<file path="src/rtl/niosii_system_sysid_lat_cnt.sv">
// Loadable down counter that saturates at zero; expired flags the zero state.
// Shared by the stall-timeout and read-latency timers.
module niosii_system_sysid_lat_cnt #(
  parameter int unsigned Width = 8
) (
  input  logic             clock,
  input  logic             reset_n,
  input  logic             load,
  input  logic [Width-1:0] load_val,
  input  logic             dec,
  output logic             expired
);

  logic [Width-1:0] cnt_q;

  always_ff @(posedge clock or negedge reset_n) begin
    if (!reset_n) begin
      cnt_q <= '0;
    end else if (load) begin
      cnt_q <= load_val;
    end else if (dec && (cnt_q != '0)) begin
      cnt_q <= cnt_q - 1'b1;
    end
  end

  assign expired = (cnt_q == '0);

endmodule

</file>
<file path="config.mk">
export PLATFORM = sky130hd
export DESIGN_NAME = niosii_system_sysid_lat_cnt
export DESIGN_NICKNAME = d
export VERILOG_FILES = /design/src/rtl/niosii_system_sysid_lat_cnt.sv
export SDC_FILE = /design/constraint.sdc
export NUM_CORES = 1
export LEC_CHECK = 0
export CAP_MARGIN = 5
export CORE_AREA = 2 2 39 41
export DETAILED_ROUTE_END_ITERATION = 10
export DIE_AREA = 0 0 41 43
export GPL_ROUTABILITY_DRIVEN = 0
export GPL_TIMING_DRIVEN = 0
export PLACE_DENSITY = 0.66
export SKIP_LAST_GASP = 1
export SLEW_MARGIN = 10
export SYNTH_ARGS = -nofsm -noshare
export SYNTH_HDL_FRONTEND = slang
export SYNTH_SLANG_ARGS = --single-unit
export TNS_END_PERCENT = 1
</file>
<file path="constraint.sdc">
create_clock -name clock -period 2.6 [get_ports clock]
set_input_delay 0.52 -clock clock [delete_from_list [all_inputs] [get_ports clock]]
set_output_delay 0.52 -clock clock [all_outputs]
set_load 0.005 [all_outputs]
</file>
**Word level (Yosys, flattened, before mapping)**

Cells that the tools add are included.

- Add/subtract/negate cells: 1
- Mux-type cells: 2
- Reductions and logical operators: 4

Operator list:

| cell | count |
|---|---|
| 8-bit 2-to-1 mux | 2 |
| 8-bit logical NOT | 1 |
| 8-bit nonzero test | 1 |
| 8-bit by 1-bit subtractor with 8-bit output (second input constant) | 1 |
| 2-bit nonzero test | 1 |
| 1-bit logical AND | 1 |

- Flip-flop bits (word level): 8
- Bits of input ports: 12
- Output and inout bits: 1
- Logic and storage cells: 8

**Logic depth before layout (Yosys ltp)**

- Word-level depth: 4
- Mapped depth: 5
- Gate-level depth less buffers: 5

**Least setup slack after synthesis**

Ideal clock, no wire load.

- Kind: reg-to-reg
- Start point: register cnt_q[2]
- End point: register cnt_q[6]
- Data arrival time: 1.691 ns
- Setup slack: 0.827 ns
- Cell stages (with the launch flop): 5
- Clock period less this slack: 1.773 ns
- Cells stage by stage: dfrtp_1 > or4_1 > buf_2 > or4_1 > a31oi_1

- Longest elaborated chain between the ends: 3
- Elaborated cells between the ends (all ways): 6

RTL lines:

| item | RTL line | source |
|---|---|---|
| start, declared | 14 | `logic [Width-1:0] cnt_q;` |
| start signal, assigned | 20 | `cnt_q <= load_val;` |
| start signal, assigned | 22 | `cnt_q <= cnt_q - 1'b1;` |
| 8-bit by 1-bit subtractor with 8-bit output or 8-bit nonzero test (tied branches) | 22, 21 |  |
| 8-bit 2-to-1 mux or 1-bit logical AND (tied branches) | 21 | `end else if (dec && (cnt_q != '0)) begin` |
| 8-bit 2-to-1 mux or 2-bit nonzero test (tied branches) | -- |  |

Several ways; a longest one is shown, not always the timed one. The select of a mux whose other input is x is not followed.
A chain may end at the register's enable or synchronous reset.

**Worst setup path in the final report**

- Start point: register cnt_q[3]
- End point: output port expired

- Longest elaborated chain between the ends: 1

RTL lines:

| item | RTL line | source |
|---|---|---|
| 8-bit logical NOT | 26 | `assign expired = (cnt_q == '0);` |
| end, declared | 11 | `output logic expired` |

Every way passes these cells.

==> metrics.txt <==
Power Density 488 mW/mm²; main flop type after synthesis dfrtp_1; clock root buffer master clkbuf_4; DIE WIDTH 41 µm; Final Routed Wirelength 1310 µm; global-route wire length before repair 2150 µm; share of Yosys cell area claimed by the top area cell type 0.379; Worst Path Class, Setup reg -> out; maximum number of pins on one net before global-route repair 11; max-cap viol count 0; via density per instance 5.82; area fraction in compound gates after synthesis 0.261; adder-cell area share of the yosys netlist 0.0474; Syn Std Cell Area 528 µm²; number of detailed-routing iterations run before antenna repair 4; number of buffers added on ports 12; CTS tree done; xor and xnor area share after synthesis 0; flops & latches, synth 8; vias post-DR 518; Setup Total Neg Slack 0 ns; post-layout minimum cycle time 2.53 ns; Antenna Violating Nets Remaining 0; crit path capture expired; number of antenna violations at the first check in global routing 0; result of the run finished clean; clock transition time at the flip-flop clock pins of the worst setup and hold paths 0.06 ns; Worst path top cell family by delay buffers and inverters; total global-route track usage 0.192; number of rows in the core area 14; detailed-placement wirelength estimate 927 µm; cells after synthesis 58; number of flip-flops in the largest register 8; number of diodes 0; type of element launching the critical path flip-flop; fraction of the cycle the final worst path needs 0.971; setup slack of the worst register-to-register path 0.76 ns; number of distinct library cell variants in the gate-level netlist after synthesis 31; Worst slew margin 0.598; number of levels in the clock H-tree 1; multiplexer fraction of the synthesized cell area 0; timing-limited maximum frequency 0.396 GHz; most frequent standard cell in the layout excluding fill and tap cells clkdlybuf4s50_1; register containing the most flip-flops in the final layout cnt_q; number of failing hold endpoints at the final stage 0; slowest stage cell on the critical path or4_1; type of element capturing the critical path output port; post-CTS setup buffer count 0; path type of the worst min-delay path in -> async; post-synthesis share of cell area spent on and, or, nand and nor gates 0.275; Post-Synthesis Mean Instance Area 9.10 µm²; layout overhead on the synthesized area 33.2%; worst-path maximum fanout 7; share of synthesized flip-flops with an asynchronous set or reset 1.00; EDFF count, synth 0; critical path arrival 2.01 ns; clock net sink count 8; per-cell routed wire length 14.7 µm; largest family of logic cells by synthesized area simple AND/OR/NAND/NOR gates; number of buffers added by the clock tree synthesis step 3; max-slew violation count 0; cell types with the largest area share after synthesis dfrtp_1 (38%), ha_1 (4.7%), nor3b_1 (4.3%), or4_1 (4.3%), a221o_1 (3.8%); cell depth of the worst setup path 4; layout cell share with drive strength beyond 1 0.137; Die Ht 43 µm; Regs by FF count cnt_q x8; series of cell instances along the critical path or4_1 -> buf_4 -> nor2_2 -> clkdlybuf4s50_1; Worst R2R Start cnt_q[3]; count of nets after finishing 89; starting density of the core 0.382; total power draw 0.343 mW; Final setup violation count 0; post-route clock skew 0.00814 ns; floorplan core area 0.00138 mm²; slew at the pin closest to its max-slew limit 0.598 ns; Max rail drop VDD 248 µV; commonest cells after routing, fill and taps aside clkdlybuf4s50_1 (12), dfrtp_1 (6), nor2_1 (4); library cell with the largest summed area after synthesis dfrtp_1; overflow left after global routing 0; Synth Net Count 72; setup repair after global routing missed its margin no; Critical R2R Capture cnt_q[6]; number of DRC markers in iteration 0 12; DR DRC count 0; Die Outline Area 0.00176 mm²; via count of the first global-routing pass 463; WP data required 2.08 ns; Crit. Startpoint cnt_q[3]; area taken by multi-input logic gates 315 µm²; peak per-stage delay on the critical path 0.52 ns; proportion of synthesized chip area in sequential cells 0.379; num ports 13; insertion delay of the later-clocked pin in the worst-skew pair 0.27 ns; count of fill cells added during filler insertion 140; worst r2r path cells 4; count of yosys warnings during synthesis 0; reported leakage power 0.258 nW; footprint of the flip-flops and latches 203 µm²; critical path buffer and inverter count 2; buffer depth of the longest clock path 2
[metrics by stage]
stage	std cells	hold WS [ns]	cell area [µm²]	util	setup WS [ns]
global route	89	0.569	703	0.508	0.000807
CTS	89	0.551	696	0.503	0.0528
finish	89	0.536	703	0.508	0.0747
detailed placement	86	0.575	668	0.483	0.218
global placement	86	0.570	668	0.483	0.232
floorplan	58	0.224	528	-	0.827
[where the power goes]
part	leakage (nW)	switching [mW]	internal (mW)
combinational	0.152	0.0388	0.0434
sequential	0.0922	0.0169	0.139
clock	0.0138	0.0518	0.0535
total	0.258	0.107	0.236
[worst register-to-register path, stage by stage (launching register included)]
cell and delay, ns:
dfrtp_2 0.43, or4_1 0.52, buf_4 0.17, or4_1 0.49, a31oi_1 0.16
[what timing repair did]
action                     CTS  global route
gates cloned                 0             0
gates resized for setup      2             5
hold buffers                 0             0
setup endpoints to repair    1             1
[worst min path at each step]
stage	start	endpoint	slack, ns
2_1_floorplan	reset_n	cnt_q[0]	0.22
3_3_place_gp	cnt_q[0]	cnt_q[0]	0.57
3_5_place_dp	cnt_q[1]	cnt_q[1]	0.57
4_1_cts	reset_n	cnt_q[6]	0.55
5_1_grt	reset_n	cnt_q[6]	0.57
6_report	reset_n	cnt_q[6]	0.54
[metal layers]
layer  wire length (µm)  part of all wire  global-route usage
met4                 43             0.033               0.140
met5                  0                 0                   0
met3                 89             0.068              0.0628
met2                582              0.45               0.250
met1                590              0.45               0.254
[layout make-up]
cell class,instances,share of cell area
clock buffers,3,0.0320
multi-input cells,45,0.448
plain buffers,2,0.0160
repair buffers,12,0.171
flip-flops and latches,8,0.288
inverters,3,0.0160
well taps,16,0.0285
[synth_stat cells (all sizes together), types with 2 or more instances]
library cell and instances:
o21ai 2, dfrtp 8, or3b 2, inv 2, a221o 2, or4 3
nand4 2, nor2 5, nor3b 3, a21oi 3, a211o 2, nand3 2
nor3 3, a31oi 2, ha 2, nand2 2
[cells by family after synthesis]
group,count (synthesis)
adder cells (fa/ha/maj),2
flip-flops,8
buffers and inverters,5
AND/OR/NAND/NOR,25
AO/OA/AOI/OAI,18
Power figures use the tool's default switching activity.
